[src/rtl/vga_board_gen.sv]
// VGA timing plus board renderer in one two-stage registered pipeline.
// Stage 1 samples the counter state and cell tracking into pixel attributes.
// Stage 2 resolves colour and drives the pins.
// All outputs are mutually aligned and lag the counter state by two clocks.
// Button actions are synchronised, latched as pending flags, and applied only
// on the last cycle of a frame, so a frame is never drawn half-updated.
module vga_board_gen #(
    parameter int HACTIVE  = 640,
    parameter int HFP      = 16,
    parameter int HSYN     = 96,
    parameter int HBP      = 48,
    parameter int VACTIVE  = 480,
    parameter int VFP      = 10,
    parameter int VSYN     = 2,
    parameter int VBP      = 33,
    parameter int SYNC_POL = 0,
    parameter int COLS     = 8,
    parameter int ROWS     = 8,
    parameter int CELL_W   = 64,
    parameter int CELL_H   = 48,
    parameter int ORG_X    = 64,
    parameter int ORG_Y    = 48,
    parameter int LINE_W   = 2,
    parameter int CW       = 8
) (
    input  logic                    vgaclk,
    input  logic                    rst_n,
    input  logic                    btn_right,
    input  logic                    btn_down,
    input  logic                    btn_select,
    output logic                    hsync,
    output logic                    vsync,
    output logic                    sync_b,
    output logic                    blank_b,
    output logic [CW-1:0]           red,
    output logic [CW-1:0]           green,
    output logic [CW-1:0]           blue,
    output logic [$clog2(COLS)-1:0] cur_col,
    output logic [$clog2(ROWS)-1:0] cur_row,
    output logic                    frame_start
);
    localparam int HMAX = HACTIVE + HFP + HSYN + HBP;
    localparam int VMAX = VACTIVE + VFP + VSYN + VBP;
    localparam int HW   = $clog2(HMAX);
    localparam int VW   = $clog2(VMAX);
    localparam int CCW  = $clog2(COLS);
    localparam int CRW  = $clog2(ROWS);
    localparam int XW   = $clog2(CELL_W);
    localparam int YW   = $clog2(CELL_H);

    localparam logic [HW-1:0]  H_LAST = HW'(HMAX - 1);
    localparam logic [VW-1:0]  V_LAST = VW'(VMAX - 1);
    localparam logic [HW-1:0]  H_ACT  = HW'(HACTIVE);
    localparam logic [VW-1:0]  V_ACT  = VW'(VACTIVE);
    localparam logic [HW-1:0]  H_SS   = HW'(HACTIVE + HFP);
    localparam logic [HW-1:0]  H_SE   = HW'(HACTIVE + HFP + HSYN);
    localparam logic [VW-1:0]  V_SS   = VW'(VACTIVE + VFP);
    localparam logic [VW-1:0]  V_SE   = VW'(VACTIVE + VFP + VSYN);
    localparam logic [HW-1:0]  H_ORG  = HW'(ORG_X);
    localparam logic [VW-1:0]  V_ORG  = VW'(ORG_Y);
    localparam logic [XW-1:0]  X_LAST = XW'(CELL_W - 1);
    localparam logic [YW-1:0]  Y_LAST = YW'(CELL_H - 1);
    localparam logic [XW-1:0]  X_LO   = XW'(LINE_W);
    localparam logic [XW-1:0]  X_HI   = XW'(CELL_W - LINE_W);
    localparam logic [YW-1:0]  Y_LO   = YW'(LINE_W);
    localparam logic [YW-1:0]  Y_HI   = YW'(CELL_H - LINE_W);
    localparam logic [CCW-1:0] C_LAST = CCW'(COLS - 1);
    localparam logic [CRW-1:0] R_LAST = CRW'(ROWS - 1);
    localparam logic           POL    = (SYNC_POL != 0) ? 1'b1 : 1'b0;
    localparam logic           IN_X0  = (ORG_X == 0) ? 1'b1 : 1'b0;
    localparam logic           IN_Y0  = (ORG_Y == 0) ? 1'b1 : 1'b0;

    // Fill colour: 2'b10 repeated across the channel, MSB first.
    function automatic logic [CW-1:0] grey_fill();
        logic [CW-1:0] v;
        for (int i = 0; i < CW; i++) begin
            v[i] = 1'((i & 1) != 0);
        end
        return v;
    endfunction

    localparam logic [CW-1:0] GREY = grey_fill();

    logic [HW-1:0]              r_hcnt, w_h_next;
    logic [VW-1:0]              r_vcnt, w_v_next;
    logic                       w_h_wrap, w_v_wrap, w_frame_end;
    logic                       r_in_x, w_in_x_n, r_in_y, w_in_y_n;
    logic [XW-1:0]              r_x_off, w_x_off_n;
    logic [YW-1:0]              r_y_off, w_y_off_n;
    logic [CCW-1:0]             r_col, w_col_n, r_cur_col;
    logic [CRW-1:0]             r_row, w_row_n, r_cur_row;
    logic [ROWS-1:0][COLS-1:0]  r_mark;
    logic [2:0]                 r_sync1, r_sync2, r_prev, r_pend, w_edge;
    logic                       r_s1_vis, r_s1_board, r_s1_grid, r_s1_cursor;
    logic                       r_s1_mark, r_s1_hs, r_s1_vs, r_s1_fs;
    logic                       r_hsync, r_vsync, r_sync_b, r_blank_b, r_fs;
    logic [CW-1:0]              r_red, r_green, r_blue, w_red, w_green, w_blue;

    assign w_h_wrap    = (r_hcnt == H_LAST);
    assign w_v_wrap    = (r_vcnt == V_LAST);
    assign w_frame_end = w_h_wrap & w_v_wrap;
    assign w_edge      = r_sync2 & ~r_prev;

    // Next raster position: hcnt wraps every line, vcnt steps on each hcnt wrap.
    always_comb begin
        w_h_next = r_hcnt + HW'(1);
        w_v_next = r_vcnt;
        if (w_h_wrap) begin
            w_h_next = '0;
            if (w_v_wrap) begin
                w_v_next = '0;
            end else begin
                w_v_next = r_vcnt + VW'(1);
            end
        end else begin
            w_h_next = r_hcnt + HW'(1);
        end
    end

    // Incremental cell tracking for the next position, no divide needed.
    always_comb begin
        w_in_x_n  = r_in_x;
        w_x_off_n = r_x_off;
        w_col_n   = r_col;
        w_in_y_n  = r_in_y;
        w_y_off_n = r_y_off;
        w_row_n   = r_row;
        if (w_h_next == H_ORG) begin
            w_in_x_n  = 1'b1;
            w_x_off_n = '0;
            w_col_n   = '0;
        end else if (r_in_x) begin
            if (r_x_off == X_LAST) begin
                w_x_off_n = '0;
                if (r_col == C_LAST) begin
                    w_in_x_n = 1'b0;
                end else begin
                    w_col_n = r_col + CCW'(1);
                end
            end else begin
                w_x_off_n = r_x_off + XW'(1);
            end
        end else begin
            w_in_x_n = 1'b0;
        end
        if (!w_h_wrap) begin
            w_in_y_n = r_in_y;
        end else if (w_v_next == V_ORG) begin
            w_in_y_n  = 1'b1;
            w_y_off_n = '0;
            w_row_n   = '0;
        end else if (r_in_y) begin
            if (r_y_off == Y_LAST) begin
                w_y_off_n = '0;
                if (r_row == R_LAST) begin
                    w_in_y_n = 1'b0;
                end else begin
                    w_row_n = r_row + CRW'(1);
                end
            end else begin
                w_y_off_n = r_y_off + YW'(1);
            end
        end else begin
            w_in_y_n = 1'b0;
        end
    end

    // Raster counters and the cell tracking that stays aligned with them.
    always_ff @(posedge vgaclk or negedge rst_n) begin
        if (!rst_n) begin
            r_hcnt  <= '0;
            r_vcnt  <= '0;
            r_in_x  <= IN_X0;
            r_x_off <= '0;
            r_col   <= '0;
            r_in_y  <= IN_Y0;
            r_y_off <= '0;
            r_row   <= '0;
        end else begin
            r_hcnt  <= w_h_next;
            r_vcnt  <= w_v_next;
            r_in_x  <= w_in_x_n;
            r_x_off <= w_x_off_n;
            r_col   <= w_col_n;
            r_in_y  <= w_in_y_n;
            r_y_off <= w_y_off_n;
            r_row   <= w_row_n;
        end
    end

    // Button synchronisers, pending flags, and the frame-boundary update.
    always_ff @(posedge vgaclk or negedge rst_n) begin
        if (!rst_n) begin
            r_sync1   <= 3'b000;
            r_sync2   <= 3'b000;
            r_prev    <= 3'b000;
            r_pend    <= 3'b000;
            r_cur_col <= '0;
            r_cur_row <= '0;
            r_mark    <= '0;
        end else begin
            r_sync1 <= {btn_select, btn_down, btn_right};
            r_sync2 <= r_sync1;
            r_prev  <= r_sync2;
            if (w_frame_end) begin
                // An edge seen on this very cycle is carried into the next frame.
                r_pend <= w_edge;
                if (r_pend[2]) begin
                    r_mark[r_cur_row][r_cur_col] <= ~r_mark[r_cur_row][r_cur_col];
                end
                if (r_pend[0]) begin
                    r_cur_col <= (r_cur_col == C_LAST) ? '0 : r_cur_col + CCW'(1);
                end
                if (r_pend[1]) begin
                    r_cur_row <= (r_cur_row == R_LAST) ? '0 : r_cur_row + CRW'(1);
                end
            end else begin
                r_pend <= r_pend | w_edge;
            end
        end
    end

    // Stage 1: reduce counter state to per-pixel attributes.
    always_ff @(posedge vgaclk or negedge rst_n) begin
        if (!rst_n) begin
            r_s1_vis    <= 1'b0;
            r_s1_board  <= 1'b0;
            r_s1_grid   <= 1'b0;
            r_s1_cursor <= 1'b0;
            r_s1_mark   <= 1'b0;
            r_s1_hs     <= 1'b0;
            r_s1_vs     <= 1'b0;
            r_s1_fs     <= 1'b0;
        end else begin
            r_s1_vis    <= (r_hcnt < H_ACT) && (r_vcnt < V_ACT);
            r_s1_board  <= r_in_x && r_in_y;
            r_s1_grid   <= (r_x_off < X_LO) || (r_x_off >= X_HI) ||
                           (r_y_off < Y_LO) || (r_y_off >= Y_HI);
            r_s1_cursor <= (r_col == r_cur_col) && (r_row == r_cur_row);
            r_s1_mark   <= r_mark[r_row][r_col];
            r_s1_hs     <= (r_hcnt >= H_SS) && (r_hcnt < H_SE);
            r_s1_vs     <= (r_vcnt >= V_SS) && (r_vcnt < V_SE);
            r_s1_fs     <= (r_hcnt == '0) && (r_vcnt == '0);
        end
    end

    // Colour priority: blank, off-board, grid line, cursor, mark, fill.
    always_comb begin
        w_red   = '0;
        w_green = '0;
        w_blue  = '0;
        if (!r_s1_vis) begin
            w_red = '0;
        end else if (!r_s1_board) begin
            w_red   = '1;
            w_green = '1;
            w_blue  = '1;
        end else if (r_s1_grid) begin
            w_red = '0;
        end else if (r_s1_cursor) begin
            w_red = '1;
        end else if (r_s1_mark) begin
            w_red = '0;
        end else begin
            w_red   = GREY;
            w_green = GREY;
            w_blue  = GREY;
        end
    end

    // Stage 2: registered pin drivers.
    always_ff @(posedge vgaclk or negedge rst_n) begin
        if (!rst_n) begin
            r_hsync   <= ~POL;
            r_vsync   <= ~POL;
            r_sync_b  <= 1'b1;
            r_blank_b <= 1'b0;
            r_red     <= '0;
            r_green   <= '0;
            r_blue    <= '0;
            r_fs      <= 1'b0;
        end else begin
            r_hsync   <= r_s1_hs ? POL : ~POL;
            r_vsync   <= r_s1_vs ? POL : ~POL;
            r_sync_b  <= ~(r_s1_hs | r_s1_vs);
            r_blank_b <= r_s1_vis;
            r_red     <= w_red;
            r_green   <= w_green;
            r_blue    <= w_blue;
            r_fs      <= r_s1_fs;
        end
    end

    assign hsync       = r_hsync;
    assign vsync       = r_vsync;
    assign sync_b      = r_sync_b;
    assign blank_b     = r_blank_b;
    assign red         = r_red;
    assign green       = r_green;
    assign blue        = r_blue;
    assign cur_col     = r_cur_col;
    assign cur_row     = r_cur_row;
    assign frame_start = r_fs;
endmodule
[config.mk]
export PLATFORM = sky130hd
export DESIGN_NAME = vga_board_gen
export DESIGN_NICKNAME = d
export VERILOG_FILES = /design/src/rtl/vga_board_gen.sv
export SDC_FILE = /design/constraint.sdc
export NUM_CORES = 1
export LEC_CHECK = 0
export ABC_CLOCK_PERIOD_IN_PS = 2630
export BUFFER_PORTS_ARGS = -buffer_cell sky130_fd_sc_hd__buf_2
export CORE_ASPECT_RATIO = 1.1
export CORE_MARGIN = 2
export CORE_UTILIZATION = 56
export CTS_CLUSTER_DIAMETER = 30
export DETAILED_ROUTE_END_ITERATION = 10
export GPL_TIMING_DRIVEN = 0
export PLACE_DENSITY = 0.83
export SKIP_CTS_REPAIR_TIMING = 1
export SYNTH_ARGS = -nofsm -noshare
export SYNTH_HDL_FRONTEND = slang
export SYNTH_SLANG_ARGS = --single-unit
[constraint.sdc]
create_clock -name vgaclk -period 2.63 [get_ports vgaclk]
set_input_delay 0.263 -clock vgaclk [delete_from_list [all_inputs] [get_ports vgaclk]]
set_output_delay 0.263 -clock vgaclk [all_outputs]
set_load 0.01 [all_outputs]
==> metrics, run 1 <==
status complete, but fails checks; failing checks negative setup slack; clock-pin slew on the worst setup and hold paths approximately 0.06 ns; CTS Root Cell clkbuf_16; Post-synth ARST share 100.0%; layout cells sized above 1 32.85%; antenna cells 0; Seq. cell area roughly 3500 um^2; CP cell instances ha_4 -> nand4_1 -> nor4_4 -> nand3_2 -> xnor2_2 -> or4_4 -> buf_8 -> or3_4 -> o21a_1; clock insertion delay at the later pin of the skew report 0.43 ns; static leakage 0.004157 uW; drt first pass iters 6; io pins 40; Die Ht 124.5 um; Final Util a little under three quarters; vias in the first global route roughly 6000; Starting Density 56.67%; CP bufs+invs 1; Gate Count Post-Synth slightly above 700; footprint of the multi-input gates around 3700 um^2; Site Rows 44; Final Wtd Congestion about 0.95; synthesized area per cell 10.50 um^2; Overall Power 4756 uW; crit start category register; #FFs+latches synth 139; largest net degree at the start of global routing 76; GRT Residual Overflow 0; final WL around 22 mm; Synth Flop Type dfrtp_1; Filler cells 831; RSZ-0062 raised after global routing yes; Non-Filler Instances 995; port buffer count 39; Final period util 110.3%; Synth Cell Area 7395 um^2; TritonCTS clock tree built; Max stage delay cell, worst path or4_4; Max Cap Viol 0; Crit Path Class reg2reg; Least-Margin Pin Slew 1.051 ns; Max Fclk ~0.34 GHz; critical path arrival approximately 3.2 ns; EDFF count, synth 0; Die W approximately 110 um; Initial DRC Count between 900 and 1000; most common cell after layout, fill and taps aside dfrtp_1; Hold Path Class reg2reg; nets 841; detailed-route via count 6672; Post-DP HPWL around 13 mm; Slew headroom approximately 29%; vias per inst 6.706; setup slack after layout -0.2714 ns; Hold Vio Cnt, Final 0; H-tree depth 4; Detail Route Antenna Nets 0; skew final around 0.011 ns; drt drc 0; clk buf depth 2; VDD IR max roughly 360 uV; most frequent cells in the layout 129 x dfrtp_1, 67 x buf_4, 64 x a21oi_1, 58 x a31oi_1; placed cell count between 900 and 1000; fin. max-slew vios 0; Synth cell types 66; antenna violations before repair 0; post-synthesis sequential area ratio between 40% and 50%; clk sinks 139; power density over cell area 507.1 nW/um^2; crit-path max FO 7; Core Region roughly 13000 um^2; first-pass GRT wire length approximately 31 mm; Crit path max-delay family simple AND/OR/NAND/NOR gates; endpoints failing setup 46; GRT Total Usage ~28%; syn nets approximately 720; crit end category register; clock period minus worst slack 2.901 ns; TritonCTS Buffers 17; Area Overhead vs Synth 26.84%; die area roughly 14000 um^2; drt wl/cell ~22 um; WP data required 2.95 ns; Crit path largest cell delay approximately 0.53 ns; Setup TNS -4.203 ns; Synthesis Warnings 0; pre-CTS setup slack -0.6366 ns
## report_power, final
part	total (uW)	switching (uW)	internal [uW]
logic	54.1	42.7	11.4
registers	2150	2.75	2150
clock network	2550	988	1570
total	4760	1030	3720
## cell type report
class	instances	share of cell area, %
Timing Repair Buffer	101	8.151
Clock buffer	19	4.829
Sequential cell	139	37.22
Buffer	68	5.269
Clock inverter	13	1.894
Tap cell	161	2.148
Inverter	21	0.8404
Multi-Input combinational cell	473	39.65
## sequential cells by signal (all words and copies together) (netlist names), 6 cells and up
register  flops
r_mark       64
r_hcnt       10
r_x_off       6
r_y_off       6
r_vcnt       10
## synth_stat cells, types with 6 or more instances
library cell	count	share of area [%]
dfrtp_1	136	46
a21oi_1	76	5.1
a31oi_1	58	4.9
nor2_1	42	2.1
nand2_1	34	1.7
mux4_2	25	7.6
clkbuf_1	24	1.2
buf_2	22	1.5
inv_1	21	1.1
buf_4	20	2.0
nor3_1	19	1.3
ha_1	15	2.5
mux2i_1	14	1.9
o21ai_0	13	0.88
nand4_1	12	1.0
and3_1	11	0.93
xnor2_1	11	1.3
xor2_1	11	1.3
nand3_1	10	0.68
o22ai_1	8	0.68
mux2_2	7	1.1
nor4_1	7	0.59
nand2b_1	6	0.51
nor2b_1	6	0.51
nor3b_1	6	0.61
## final timing paths
kind / slack (ns) / to / start / cells past startpoint
hold reg to reg: 0.35 / r_sync2[1] / r_sync1[1] / 0
min in group asynchronous: 0.38 / r_hcnt[7] / rst_n / 2
setup reg to reg: -0.27 / r_y_off[4] / r_hcnt[0] / 9
max in group asynchronous: 1.46 / cur_row[2] / rst_n / 3
hold / removal: 0.35 / r_sync2[1] / r_sync1[1] / 0
setup / recovery: -0.27 / r_y_off[4] / r_hcnt[0] / 9
## logic make-up (layout without fill, tap and decap cells)
| group | count (synthesis) | in the layout | synth area share, % |
|---|---|---|---|
| compound gates | 198 | 198 | 16.55 |
| simple gates | 192 | 192 | 14.59 |
| flops | 139 | 139 | 47.09 |
| buf+inv | 92 | 222 | 6.058 |
| mux | 46 | 46 | 10.58 |
| xor+xnor | 22 | 22 | 2.606 |
| fa+ha+maj | 15 | 15 | 2.538 |
## per-stage QoR
stage,area (um^2),hold WS (ns)
5_1_grt,9379,0.3580
6_report,9379,0.3471
3_3_place_gp,7800,0.3314
2_1_floorplan,7403,-0.03259
3_5_place_dp,7834,0.2811
4_1_cts,8464,-0.1796
## per-layer routing
layer | vias up | share of wire, % | GRT usage [%]
met5 | - | 0 | 0
met4 | 0 | 5.1 | 11.91
met3 | 122 | 8.8 | 6.472
met2 | 440 | 50 | 46.32
met1 | 3259 | 36 | 34.56
li1 | 2851 | - | -
Note: power is estimated with default switching activity, not from simulation.
==> run 2: changes to the inputs <==
- PLACE_DENSITY: 0.83 -> 0.82
==> run 2 against run 1 <==
Compared with the run above:
- the flow still finishes with violations (negative setup slack)
- global-route usage increased by 2.6 points
- clock power down 2%
- critical path depth is 1 higher
- first-iteration DRC count fell by 3.4%
- sequential cell count stayed put
- non-clock buffer count fell by 1
- via count grew 1.1%
- design area shrank 0.36%
- die area is the same
- critical path type unchanged
- hold slack worse by 0.038 ns
- count of clock-buffer cells in the layout unchanged
- sequential power barely moved
==> metrics, run 2 (synthesis gave the netlist of run 1 again) <==
pre-CTS setup slack -0.8063 ns; TritonCTS clock tree built; fin. max-slew vios 0; most frequent cells in the layout 130 x dfrtp_1, 76 x a21oi_1, 71 x buf_4, 58 x a31oi_1, 40 x nor2_1; drt drc 0; Post-DP HPWL 13.71 mm; CTS Root Cell clkbuf_16; endpoints failing setup 25; clk sinks 139; port buffer count 39; die area ~14000 um^2; Psw roughly 970 uW; Hold Path Class in2async; Setup TNS -2.361 ns; Clock power frac between 50 and 60%; most common cell after layout, fill and taps aside dfrtp_1; WP data required between 2 and 3 ns; Max Cap Viol 0; Non-Filler Instances about 990; Initial DRC Count around 970; RSZ-0062 raised after global routing yes; Starting Density between 50 and 60%; power density over cell area a little over 500 nW/um^2; crit end category register; vias in the first global route roughly 6200; Int Pwr 3733 uW; Site Rows between 40 and 50; worst r2r src r_hcnt[7]; placed cell count 905; largest net degree at the start of global routing between 100 and 150; crit-path max FO 7; vias per inst 6.793; clock insertion delay at the later pin of the skew report 0.43 ns; nets 840; Slew headroom between 30% and 40%; critical path arrival between 3 and 4 ns; Comb pwr share roughly 1.2%; failing checks negative setup slack; TritonCTS Buffers 17; sequential share of power approximately 46%; max FFs per register 64; GRT Residual Overflow 0; Filler cells 883; Crit. Startpoint r_hcnt[7]; clock-pin slew on the worst setup and hold paths 0.06 ns; Final Wtd Congestion a little over 1; antenna violations before repair 0; Area Overhead vs Synth 26.38%; Least-Margin Pin Slew about 0.96 ns; clk buf depth 2; Crit Path Class reg2reg; clock period minus worst slack ~2.8 ns; Die W around 110 um; design area 9345 um^2; placed cell area 7834 um^2; GRT Total Usage a little under a third; Core Region between 10000 and 15000 um^2; Largest Register r_mark; skew final between 0.007 and 0.008 ns; static leakage ~0.0042 uW; Max Fclk between 0.3 and 0.4 GHz; biggest regs r_mark x64, r_hcnt x10, r_vcnt x10; H-tree depth 4; Final period util 107.3%; status complete, but fails checks; first-pass GRT wire length 33.00 mm; Detail Route Antenna Nets 0; Hold Vio Cnt, Final 0; detailed-route via count ~6700; antenna cells 0; setup slack after layout -0.1919 ns; VDD IR max about 390 uV; drt wl/cell between 20 and 25 um; final WL between 20 and 25 mm; drt first pass iters 6; layout cells sized above 1 a little under a third; io pins 40; Overall Power between 4000 and 5000 uW; crit start category register; sw frac about a fifth; Die Ht approximately 120 um
## run 2: cell count changes in the layout (fill, tap and decap cells not counted), sizes merged
cell    previous run  this run
clkbuf            44        45
inv               27        22
clkinv             2         5
bufinv             3         4
buf              140       138
## run 2: cell type report
cell class / count / area (um^2) / share of cell area, %
plain buffers: 69 / 544.3 / 5.824
clock buffers: 19 / 432.9 / 4.632
clock inverters: 12 / 172.7 / 1.848
inverters: 21 / 78.83 / 0.8435
multi-input cells: 473 / 3677 / 39.35
flip-flops and latches: 139 / 3490 / 37.34
well taps: 161 / 201.4 / 2.156
repair buffers: 99 / 748.2 / 8.006
## run 2: final timing paths
check                         endpoint  slack, ns  cells past startpoint
min                        frame_start       0.31                      2
min reg2reg                 r_sync2[1]       0.35                      0
max                         r_y_off[4]      -0.19                     10
max reg2reg                 r_y_off[4]      -0.19                     10
max in group asynchronous    r_mark[2]       1.51                      3
min in group vgaclk         r_sync2[1]       0.35                      0
## run 2: power by group through the flow
stage | clock, uW | combinational [uW] | sequential (uW)
after global routing | 2590 | 64.3 | 2150
after detailed placement | 0 | 52.6 | 2190
after CTS | 2500 | 52.7 | 2150
final | 2500 | 54.8 | 2150
after global placement | 0 | 44.3 | 2190
after floorplan | 0 | 0.751 | 2190
## run 2: through the flow
stage,util (%),hold WS [ns]
3_5_place_dp,60.04,0.1941
2_1_floorplan,-,-0.03259
4_1_cts,64.68,-0.2514
6_report,71.62,0.3087
3_3_place_gp,59.78,0.3338
5_1_grt,71.62,0.3518
## run 2: worst max-delay path, cell delays in order, from the launching register on
cell      delay [ns]
dfrtp_2         0.44
nand4b_1        0.21
buf_6           0.16
nor3_4          0.20
buf_6           0.13
nand4_1         0.15
xnor2_2         0.20
or4_4           0.51
buf_8           0.16
or3_4           0.37
o21a_1          0.18
## run 2: routing by layer
layer / track usage (%) / up-vias / routed length, um
met5: 0 / - / 0
met4: 17.07 / 0 / 1191
met3: 6.083 / 138 / 2121
met2: 48.96 / 486 / 11110
met1: 38.23 / 3264 / 8315
li1: - / 2857 / -
==> run 3: changes to the inputs <==
- CORE_UTILIZATION: 56 -> 40
- GPL_ROUTABILITY_DRIVEN: default -> 0
- PLACE_DENSITY: 0.82 -> 0.63
==> run 3 against run 2 <==
Compared with the run above:
- the run still ends with negative setup slack left
- final cell count increased by 7.3%
- first-iteration DRC count decreased by 38%
- global-route usage decreased by 9.1 points
- count of clock-buffer cells in the layout increased by 3
- sequential power about the same
- utilization decreased by 20 points
- setup slack got worse by 0.0036 ns
- sequential share of layout area decreased by 0.40 points
- clock skew increased by 0.0035 ns
- critical path depth decreased by 1
- design area increased by 0.96%
- clock power increased by 4%
==> metrics, run 3 (synthesis gave the netlist of run 1 again) <==
Largest Register r_mark; fin. max-slew vios 0; max layer used met4; Overall Power about 4800 uW; metal3 WL around 1.6 mm; Initial DRC Count around 600; clk buf depth 2; H-tree depth 4; Routed met2 length 10.19 mm; design area between 9000 and 10000 um^2; failing checks negative setup slack; Setup TNS -2.035 ns; power density over cell area between 500 and 600 nW/um^2; crit end category register; Crit path max-delay family simple AND/OR/NAND/NOR gates; TritonCTS Buffers 17; drt first pass iters 7; io pins 40; Slew headroom between 40% and 50%; metal1 wirelength between 8 and 9 mm; clock-pin slew on the worst setup and hold paths roughly 0.06 ns; vias per inst slightly below 6; placed cell count about 1000; layout cells sized above 1 approximately a third; static leakage just over 0.004 uW; port buffer count 39; Max stage delay cell, worst path or4_4; Crit path largest cell delay roughly 0.53 ns; vias in the first global route approximately 5700; Crit Path Class reg2reg; Hold Path Class in2async; most common cell after layout, fill and taps aside dfrtp_1; RSZ-0062 raised after global routing yes; crit-path max FO 7; drt wl/cell about 20 um; Core Region 18280 um^2; TritonCTS clock tree built; crit start category register; Die W ~130 um; Hold Worst Slack 0.3289 ns; detailed-route via count between 6000 and 7000; Seq. cell area around 3500 um^2; Die Ht ~150 um; placed cell area a little under 8000 um^2; Max Fclk between 0.3 and 0.4 GHz; nets roughly 830; Area Overhead vs Synth 27.60%; biggest regs r_mark x64, r_hcnt x10, r_vcnt x10; max FFs per register 64; clock insertion delay at the later pin of the skew report 0.43 ns; Filler cells 1601; drt drc 0; CTS Root Cell clkbuf_16; Hold Vio Cnt, Final 0; Post-DP HPWL roughly 13 mm; clk sinks approximately 140; largest net degree at the start of global routing 100; most frequent cells in the layout 133 x dfrtp_1, 63 x a21oi_1, 59 x buf_4, 55 x a31oi_1, 40 x nor2_1; VDD IR max 475.9 uV; setup slack after layout -0.1955 ns; Non-Filler Instances between 1000 and 1500; endpoints failing setup 25; critical path arrival 3.13 ns; Least-Margin Pin Slew between 0.7 and 0.8 ns; status complete, but fails checks; clock period minus worst slack approximately 2.8 ns; Max Cap Viol 0; antenna cells 0; footprint of the multi-input gates roughly 3800 um^2; first-pass GRT wire length 31.96 mm; GRT Residual Overflow 0; WP data required approximately 2.9 ns; Final period util 107.4%; Detail Route Antenna Nets 0; Site Rows between 50 and 60; GRT Total Usage 21.23%; die area between 15000 and 20000 um^2; Starting Density between 40% and 50%; CP bufs+invs 2; skew final between 0.01 and 0.015 ns; antenna violations before repair 0; CP cell instances nand4b_1 -> nor4_4 -> nand3_2 -> xnor2_2 -> or4_4 -> buf_8 -> buf_4 -> o311ai_4 -> o31ai_2; final WL approximately 21 mm
## run 3: cell count changes in the layout (fill, tap and decap cells not counted), moves of 4 or more
cell      before  now
a21oi_1       76   63
a21oi_2        0   13
buf_4         71   59
buf_6         17   22
clkbuf_4       7    3
## run 3: worst paths after layout
kind                       startpoint     endpoint  slack, ns  depth (start not counted)
min reg2reg                   r_s1_fs  frame_start       0.35                          0
min in group vgaclk           r_s1_fs  frame_start       0.35                          0
max                         r_hcnt[7]     r_row[1]      -0.20                          9
min                             rst_n   r_x_off[5]       0.33                          2
max reg2reg                 r_hcnt[7]     r_row[1]      -0.20                          9
max in group asynchronous       rst_n    r_hcnt[1]       1.46                          3
## run 3: routing by layer
layer,track usage (%),vias up
li1,-,2833
met4,9.628,0
met2,34.25,288
met1,27.17,3033
met3,4.931,79
met5,1.010,-
## run 3: final cells by class
cell class              count  area share [%]
repair buffers             88           6.803
multi-input cells         473           39.78
inverters                  21          0.8354
plain buffers              69           5.649
clock inverters            10           1.737
flip-flops and latches    139           36.94
clock buffers              22           5.026
well taps                 243           3.222
## run 3: power by group
part           total [uW]  internal [uW]  switching (uW)
Combinational        54.9           11.4            43.5
Clock                2610           1670             945
Sequential           2150           2150            2.40
## run 3: per-stage QoR
step                util (%)  worst slack [ns]
CTS                    46.90           -0.7844
detailed placement     43.41           -0.7820
global route           51.61           -0.2873
floorplan                  -          -0.05131
finish                 51.61           -0.1955
global placement       43.22           -0.7744
